==> config.mk <==
export PLATFORM = sky130hd
export DESIGN_NAME = btn_conditioner
export DESIGN_NICKNAME = d
export VERILOG_FILES = /design/src/rtl/btn_conditioner.sv
export SDC_FILE = /design/constraint.sdc
export NUM_CORES = 1
export LEC_CHECK = 0
export ABC_AREA = 1
export CELL_PAD_IN_SITES_DETAIL_PLACEMENT = 0
export CELL_PAD_IN_SITES_GLOBAL_PLACEMENT = 1
export CORE_ASPECT_RATIO = 2
export CORE_MARGIN = 5
export CORE_UTILIZATION = 40
export CTS_BUF_LIST = sky130_fd_sc_hd__clkbuf_4 sky130_fd_sc_hd__clkbuf_8
export CTS_CLUSTER_DIAMETER = 120
export CTS_CLUSTER_SIZE = 16
export DETAILED_ROUTE_END_ITERATION = 10
export PLACE_DENSITY = 0.78
export SKIP_CTS_REPAIR_TIMING = 1
export SLEW_MARGIN = 20
export SYNTH_ARGS = -nofsm -noshare
export SYNTH_HDL_FRONTEND = slang
export SYNTH_SLANG_ARGS = --single-unit
==> constraint.sdc <==
create_clock -name CLK -period 3.3 [get_ports CLK]
set_input_delay 0.33 -clock CLK [delete_from_list [all_inputs] [get_ports CLK]]
set_output_delay 0.33 -clock CLK [all_outputs]
set_load 0.01 [all_outputs]
==> src/rtl/btn_conditioner.sv <==
// btn_conditioner: synchronises, debounces and arbitrates six raw keypad
// buttons. Each accepted press becomes one single-cycle pulse on BTNA..BTNF.
// Only one key is accepted at a time, and all keys must be released before
// the next press is accepted.
module btn_conditioner #(
  parameter int DEBOUNCE_CYCLES = 250000,
  parameter int CNT_W           = 18
) (
  input  logic       CLK,
  input  logic       RST,
  input  logic [5:0] BTN_IN,
  output logic       BTNA,
  output logic       BTNB,
  output logic       BTNC,
  output logic       BTND,
  output logic       BTNE,
  output logic       BTNF,
  output logic [5:0] BTN_STABLE,
  output logic       BUSY
);

  // Counter value at which a persistent difference is accepted as the new level.
  localparam logic [CNT_W-1:0] CNT_LAST = CNT_W'(DEBOUNCE_CYCLES - 1);

  typedef enum logic {
    IDLE = 1'b0,
    HELD = 1'b1
  } state_t;

  logic [5:0] meta_reg;
  logic [5:0] sync_reg;
  logic [5:0] stable_reg;
  state_t     state_reg;
  state_t     state_next;
  logic [5:0] pulse_reg;
  logic [5:0] pulse_next;

  // Two-flop synchroniser. It brings the asynchronous button levels into CLK.
  always_ff @(posedge CLK) begin
    if (RST) begin
      meta_reg <= '0;
      sync_reg <= '0;
    end else begin
      meta_reg <= BTN_IN;
      sync_reg <= meta_reg;
    end
  end

  // One independent debouncer per channel. A new level is adopted only after
  // it has persisted for DEBOUNCE_CYCLES consecutive cycles.
  generate
    for (genvar gi = 0; gi < 6; gi++) begin : g_debounce
      logic [CNT_W-1:0] cnt_reg;
      logic             level_reg;

      // Count consecutive disagreements between the synchronised input and the
      // debounced level. Any agreement restarts the count.
      always_ff @(posedge CLK) begin
        if (RST) begin
          cnt_reg   <= '0;
          level_reg <= 1'b0;
        end else if (sync_reg[gi] == level_reg) begin
          cnt_reg <= '0;
        end else if (cnt_reg == CNT_LAST) begin
          level_reg <= sync_reg[gi];
          cnt_reg   <= '0;
        end else begin
          cnt_reg <= cnt_reg + CNT_W'(1);
        end
      end

      assign stable_reg[gi] = level_reg;
    end
  endgenerate

  // Arbiter state and registered press pulses.
  always_ff @(posedge CLK) begin
    if (RST) begin
      state_reg <= IDLE;
      pulse_reg <= '0;
    end else begin
      state_reg <= state_next;
      pulse_reg <= pulse_next;
    end
  end

  // Next-state logic. In IDLE, the lowest-numbered stable key wins and fires
  // once. The arbiter then waits in HELD until every key is released, so keys
  // pressed meanwhile are dropped rather than queued.
  always_comb begin
    state_next = state_reg;
    pulse_next = '0;
    case (state_reg)
      IDLE: begin
        if (stable_reg != '0) begin
          // Two's-complement trick isolates the lowest set bit.
          pulse_next = stable_reg & (~stable_reg + 6'd1);
          state_next = HELD;
        end
      end
      HELD: begin
        if (stable_reg == '0) begin
          state_next = IDLE;
        end
      end
      default: state_next = IDLE;
    endcase
  end

  assign BTNA       = pulse_reg[0];
  assign BTNB       = pulse_reg[1];
  assign BTNC       = pulse_reg[2];
  assign BTND       = pulse_reg[3];
  assign BTNE       = pulse_reg[4];
  assign BTNF       = pulse_reg[5];
  assign BTN_STABLE = stable_reg;
  assign BUSY       = (state_reg == HELD);

endmodule
* Yosys cells after proc, flatten, opt, wreduce, memory -nomap -nowiden
Index checks and enable logic that the tools add are counted.
** Word-level totals
- Register bits after elaboration :: 133
- Bits in latches :: 0
- Memory bits (writable) :: 0
- Bits in read-only memories :: 0
- Input bits :: 8
- Output and inout port bits :: 13
- Memories :: 0
** Cells by class
- Add/sub/neg operators :: 7
- Multipliers :: 0
- Divide/modulo/power cells :: 0
- $lt $le $gt $ge :: 0
- Eq/ne operators :: 12
- Shifts and indexed selects :: 0
- Mux-type cells :: 3
- Bitwise gates (word level) :: 10
- Reduce and logical (&&, ||, !) cells :: 15
** Operators by type and width (count)
- adder 18 x 1 -> 18 bit (second input constant) :: 6
- equality test 18 bit (second input constant) :: 6
- OR reduction 3 bit :: 7
- AND reduction 2 bit :: 6
- inverter 1 bit :: 8
- adder 6 x 1 -> 6 bit (second input constant) :: 1
- bitwise AND 6 bit :: 1
- equality test 1 bit :: 6
- logical NOT 6 bit :: 1
- inverter 6 bit :: 1
- nonzero test 6 bit :: 1
- two-way mux 1 bit :: 2
- one-hot mux 1 bit (2 select lines) :: 1

* Depth between registers and ports, before layout
- Depth after elaboration :: 3
- Depth in mapped cells :: 9

* Worst setup path after synthesis
Ideal clock, no wire load.
- Kind :: register -> register
- Start point :: reg g_debounce[3].cnt_reg[0]
- End point :: reg g_debounce[3].cnt_reg[16]
- Arrival time :: 1.286 ns
- Slack :: 1.893 ns
- Stages on the path, launching flop included :: 10
- Path buffers :: 1
- Cells stage by stage :: dfxtp_1 ha_1 nand2_2 nor2_4 nand2_2 nor2_2 nand2_1 nand2_4 buf_6 a21oi_1
** Between the ends
- Word-level cells in the longest chain between the ends :: 2
** RTL lines
- from (decl) :: line 53 : logic [CNT_W-1:0] cnt_reg;
- from (signal assigned) :: line 68 : cnt_reg <= cnt_reg + CNT_W'(1);
- parallel branches: the longest is 2 deep, another holds adder 18 x 1 -> 18 bit
Parallel ways; which one is timed is not known.
A chain may end at the register's enable or synchronous reset.

* Worst setup path after layout
- Start point :: reg g_debounce[2].level_reg
- End point :: out BTN_STABLE[2]
** RTL lines
- from (decl) :: line 54 : logic level_reg;
- from (signal assigned) :: line 65 : level_reg <= sync_reg[gi];
- to (decl) :: line 18 : output logic [5:0] BTN_STABLE,
No word-level cell between the ends.

==> implementation parameters <==
Parameter                              Value

Drt
  DRT iter0 DRCs ... 190
  Number of nets with antenna violations after detailed routing ... 0
  Wire length on met1 ... 5780 µm
  Met2 Routed Length ... 7940 µm
  Highest Signal Layer ... met4
  Total routed wirelength ... 14400 µm
  Remaining design rule violation count ... 0
  Total length of routed met3 wires ... 298 µm
  Pre-antenna DRT Iters ... 4
  Total vias in the final route ... 5641
  Post-detailed-route wirelength per cell ... 11.8 µm
  Post-DR vias/cell ... 4.62

Clock tree
  Clock slew at the register clock pins of the worst setup and hold paths ... 0.07 ns
  Clock root buffer ... sky130_fd_sc_hd__clkbuf_8
  Total clock buffers created by CTS ... 17
  Level count of the clock H-tree ... 4
  Worst-skew pair later-pin latency ... 0.43 ns
  CTS sink cnt ... 133
  CTS tree ... yes
  Number of buffers between clock root and the deepest sink ... 2

Timing
  Number of failing hold endpoints at the final stage ... 0
  Minimum setup slack in the final design ... 1.44 ns
  Upper clock frequency limit ... 538 MHz
  Setup TNS ... 0 ns
  Max-slew violation count ... 0
  Layout Skew ... 0.00977 ns
  Final period demand of the worst path ... 1.86 ns
  Rel. slew slack ... 62.2%
  Slew of the pin with the lowest slew margin ... 0.567 ns
  Setup repair after global routing missed its margin ... no
  Final cycle utilization of the critical path ... 56.4%
  Total setup violations reported at the end of the flow ... 0

Place
  Setup slack at placement ... 1.24 ns
  Final HPWL from detailed placement ... 11200 µm
  Gpl congestion ... 0.810
  Buffers on Ports ... 20

Layout
  Final-stage net count ... 1019
  Signed area change from the synthesized netlist to the final layout ... 11.5%
  Flip-flop count of the largest register after layout ... 108
  ANT cells ... 0
  Commonest non-fill, non-tap cells in the layout ... sky130_fd_sc_hd__nand2_1, sky130_fd_sc_hd__nor2_1, sky130_fd_sc_hd__dfxtp_1
  Most common library cell in the layout ignoring fill and taps ... sky130_fd_sc_hd__nand2_1
  Ratio of cells with drive above 1 in the final layout ... 7.48%

Floorplanning
  Width of the die ... 100 µm
  Count of boundary I/O pins ... 21
  Full die area ... 0.0191 mm²
  Area of the placeable core ... 0.0162 mm²
  Core Rows ... 66
  Initial Utilization ... 40.3%
  Die Y ... 191 µm

Hold path
  WHS Endpoint ... sync_reg[1]$_SDFF_PP0_
  Hold Path Cell Cnt ... 2
  Hold Path Class ... flip-flop to flip-flop
  Worst Hold Launch ... meta_reg[1]$_SDFF_PP0_

Setup path
  Maximum net fanout on the critical path ... 6
  Buf+Inv Stages, Crit Path ... 1
  Reg-to-Reg Start ... g_debounce[5].cnt_reg[0]$_SDFF_PP0_
  Cell Chain, Critical Path ... clkdlybuf4s50_1
  Setup crit start kind ... flip-flop
  Worst-path cell with the longest stage delay ... sky130_fd_sc_hd__clkdlybuf4s50_1
  Arrival time at the worst endpoint ... 1.53 ns
  Crit. End Element ... output port
  Type of the worst setup path ... flip-flop to output port
  R2R depth ... 6
  Reg-to-reg slack, setup ... 1.64 ns
  Critical register-to-register path endpoint ... g_debounce[5].cnt_reg[13]$_SDFF_PP0_
  Top delay family on crit path ... buffers and inverters
  Data required time of the worst path ... 2.97 ns
  Longest individual stage delay on the worst path ... 0.61 ns

Pwr
  Clock group share of total power ... 45.2%
  Switching share of power ... 20.4%
  Relative contribution of combinational cells to total power ... 1.5%
  Power Density ... 417 mW/mm²
  Fraction of power consumed by sequential logic ... 53.3%
  Internal Power ... 0.00242 W
  Maximum vdd drop ... 0.230 mV
  Switching power ... 0.000618 W
  Leakage power total ... 2.37 nW

Global routing
  Largest net degree at the start of global routing ... 19
  Global Route Usage Sum ... 16.2%
  Antenna violations before repair ... 0
  Wire length of the first global-routing pass ... 24800 µm
  Grt ovf ... 0
  Number of global-route vias before repair ... 5618

Synthesis
  Cell taking the most area after synthesis ... sky130_fd_sc_hd__dfxtp_1
  Post-synthesis register bit count ... 133
  Average size of a mapped cell ... 6.67 µm²
  Post-synthesis cell area ... 0.00653 mm²
  Number of distinct library cells after synthesis ... 32
  Post-synth top area share ... 40.8%
  Share of the yosys chip area belonging to registers ... 40.8%
  Top cells by area, synth ... sky130_fd_sc_hd__dfxtp_1, sky130_fd_sc_hd__nand2_1, sky130_fd_sc_hd__nor2_1, sky130_fd_sc_hd__inv_1, sky130_fd_sc_hd__xor2_1
  Number of nets produced by synthesis ... 993
  Synth warnings ... 0
  Synthesized netlist cell count ... 979

Run
  Number of max-capacitance violations reported ... 0

Status
  Outcome ... finished, final reports clean
[power groups by stage]
stage | sequential (W) | combinational [W] | clock, W
after floorplan | 0.00165 | 0.0000318 | 0
after detailed placement | 0.00165 | 0.0000456 | 0
after global placement | 0.00165 | 0.0000453 | 0
after CTS | 0.00162 | 0.0000457 | 0.00143
final | 0.00162 | 0.0000446 | 0.00137
after global routing | 0.00162 | 0.0000511 | 0.00149
[worst max path at each step]
stage                                                    start                                   end  cells after the start
after floorplan            g_debounce[3].cnt_reg[0]$_SDFF_PP0_  g_debounce[3].cnt_reg[16]$_SDFF_PP0_                      9
after global placement                                     RST  g_debounce[1].cnt_reg[12]$_SDFF_PP0_                      7
after detailed placement                                   RST  g_debounce[1].cnt_reg[10]$_SDFF_PP0_                      7
after CTS                 g_debounce[2].level_reg$_SDFFE_PP0P_                         BTN_STABLE[2]                      1
after global routing      g_debounce[2].level_reg$_SDFFE_PP0P_                         BTN_STABLE[2]                      1
final                     g_debounce[2].level_reg$_SDFFE_PP0P_                         BTN_STABLE[2]                      1
[layer usage]
layer	vias up	track usage (%)
met3	27	2.78
met4	0	7.94
met5	-	0
met2	53	31.5
met1	2513	16.0
li1	3048	-
[cell usage after synthesis]
| master | count |
|---|---|
| sky130_fd_sc_hd__inv_2 | 11 |
| sky130_fd_sc_hd__o21bai_2 | 1 |
| sky130_fd_sc_hd__or2_1 | 3 |
| sky130_fd_sc_hd__o21bai_1 | 3 |
| sky130_fd_sc_hd__nand2_2 | 3 |
| sky130_fd_sc_hd__nor2_4 | 2 |
| sky130_fd_sc_hd__nand2_4 | 1 |
| sky130_fd_sc_hd__inv_1 | 116 |
| sky130_fd_sc_hd__nand3_2 | 3 |
| sky130_fd_sc_hd__nand3b_1 | 2 |
| sky130_fd_sc_hd__buf_2 | 1 |
| sky130_fd_sc_hd__o21ai_0 | 17 |
| sky130_fd_sc_hd__nand2_1 | 246 |
| sky130_fd_sc_hd__xnor2_1 | 10 |
| sky130_fd_sc_hd__clkinv_2 | 1 |
| sky130_fd_sc_hd__nor3_1 | 13 |
| sky130_fd_sc_hd__buf_6 | 3 |
| sky130_fd_sc_hd__a21oi_1 | 43 |
| sky130_fd_sc_hd__or2_0 | 5 |
| sky130_fd_sc_hd__nand4_1 | 13 |
| sky130_fd_sc_hd__or2_2 | 6 |
| sky130_fd_sc_hd__nand3_1 | 49 |
| sky130_fd_sc_hd__buf_1 | 1 |
| sky130_fd_sc_hd__ha_1 | 6 |
| sky130_fd_sc_hd__o21bai_4 | 2 |
| sky130_fd_sc_hd__nor2_1 | 224 |
| sky130_fd_sc_hd__buf_4 | 9 |
| sky130_fd_sc_hd__dfxtp_1 | 133 |
| sky130_fd_sc_hd__xor2_1 | 31 |
| sky130_fd_sc_hd__a21oi_2 | 1 |
| sky130_fd_sc_hd__nor2_2 | 14 |
| sky130_fd_sc_hd__o21ai_1 | 6 |
[logic make-up after synthesis]
family | synth area share (%)
AND/OR/NAND/NOR | 37.2
buffers and inverters | 9.07
flip-flops | 40.8
AO/OA/AOI/OAI | 6.29
XOR/XNOR | 5.50
adder cells (fa/ha/maj) | 1.15
[layout make-up]
cell class | instances | area (µm²)
inverter | 128 | 482
clock buffer | 26 | 327
clock inverter | 4 | 70.1
fill | 1801 | 8910
tap | 204 | 255
multi-input combinational | 704 | 3270
timing repair buffer | 21 | 208
sequential | 133 | 2660
[through the flow]
stage | hold slack, ns | util (%) | total power [W] | area (µm²) | cells
after floorplan | 0.388 | - | 0.00169 | 6530 | 979
after global placement | 0.389 | 42.5 | 0.00170 | 6880 | 1190
after detailed placement | 0.395 | 42.5 | 0.00170 | 6880 | 1190
after CTS | 0.367 | 45.0 | 0.00309 | 7280 | 1220
after global routing | 0.383 | 45.0 | 0.00316 | 7280 | 1220
final | 0.404 | 45.0 | 0.00303 | 7280 | 1220
No activity file was read; power rests on OpenSTA's default activity.
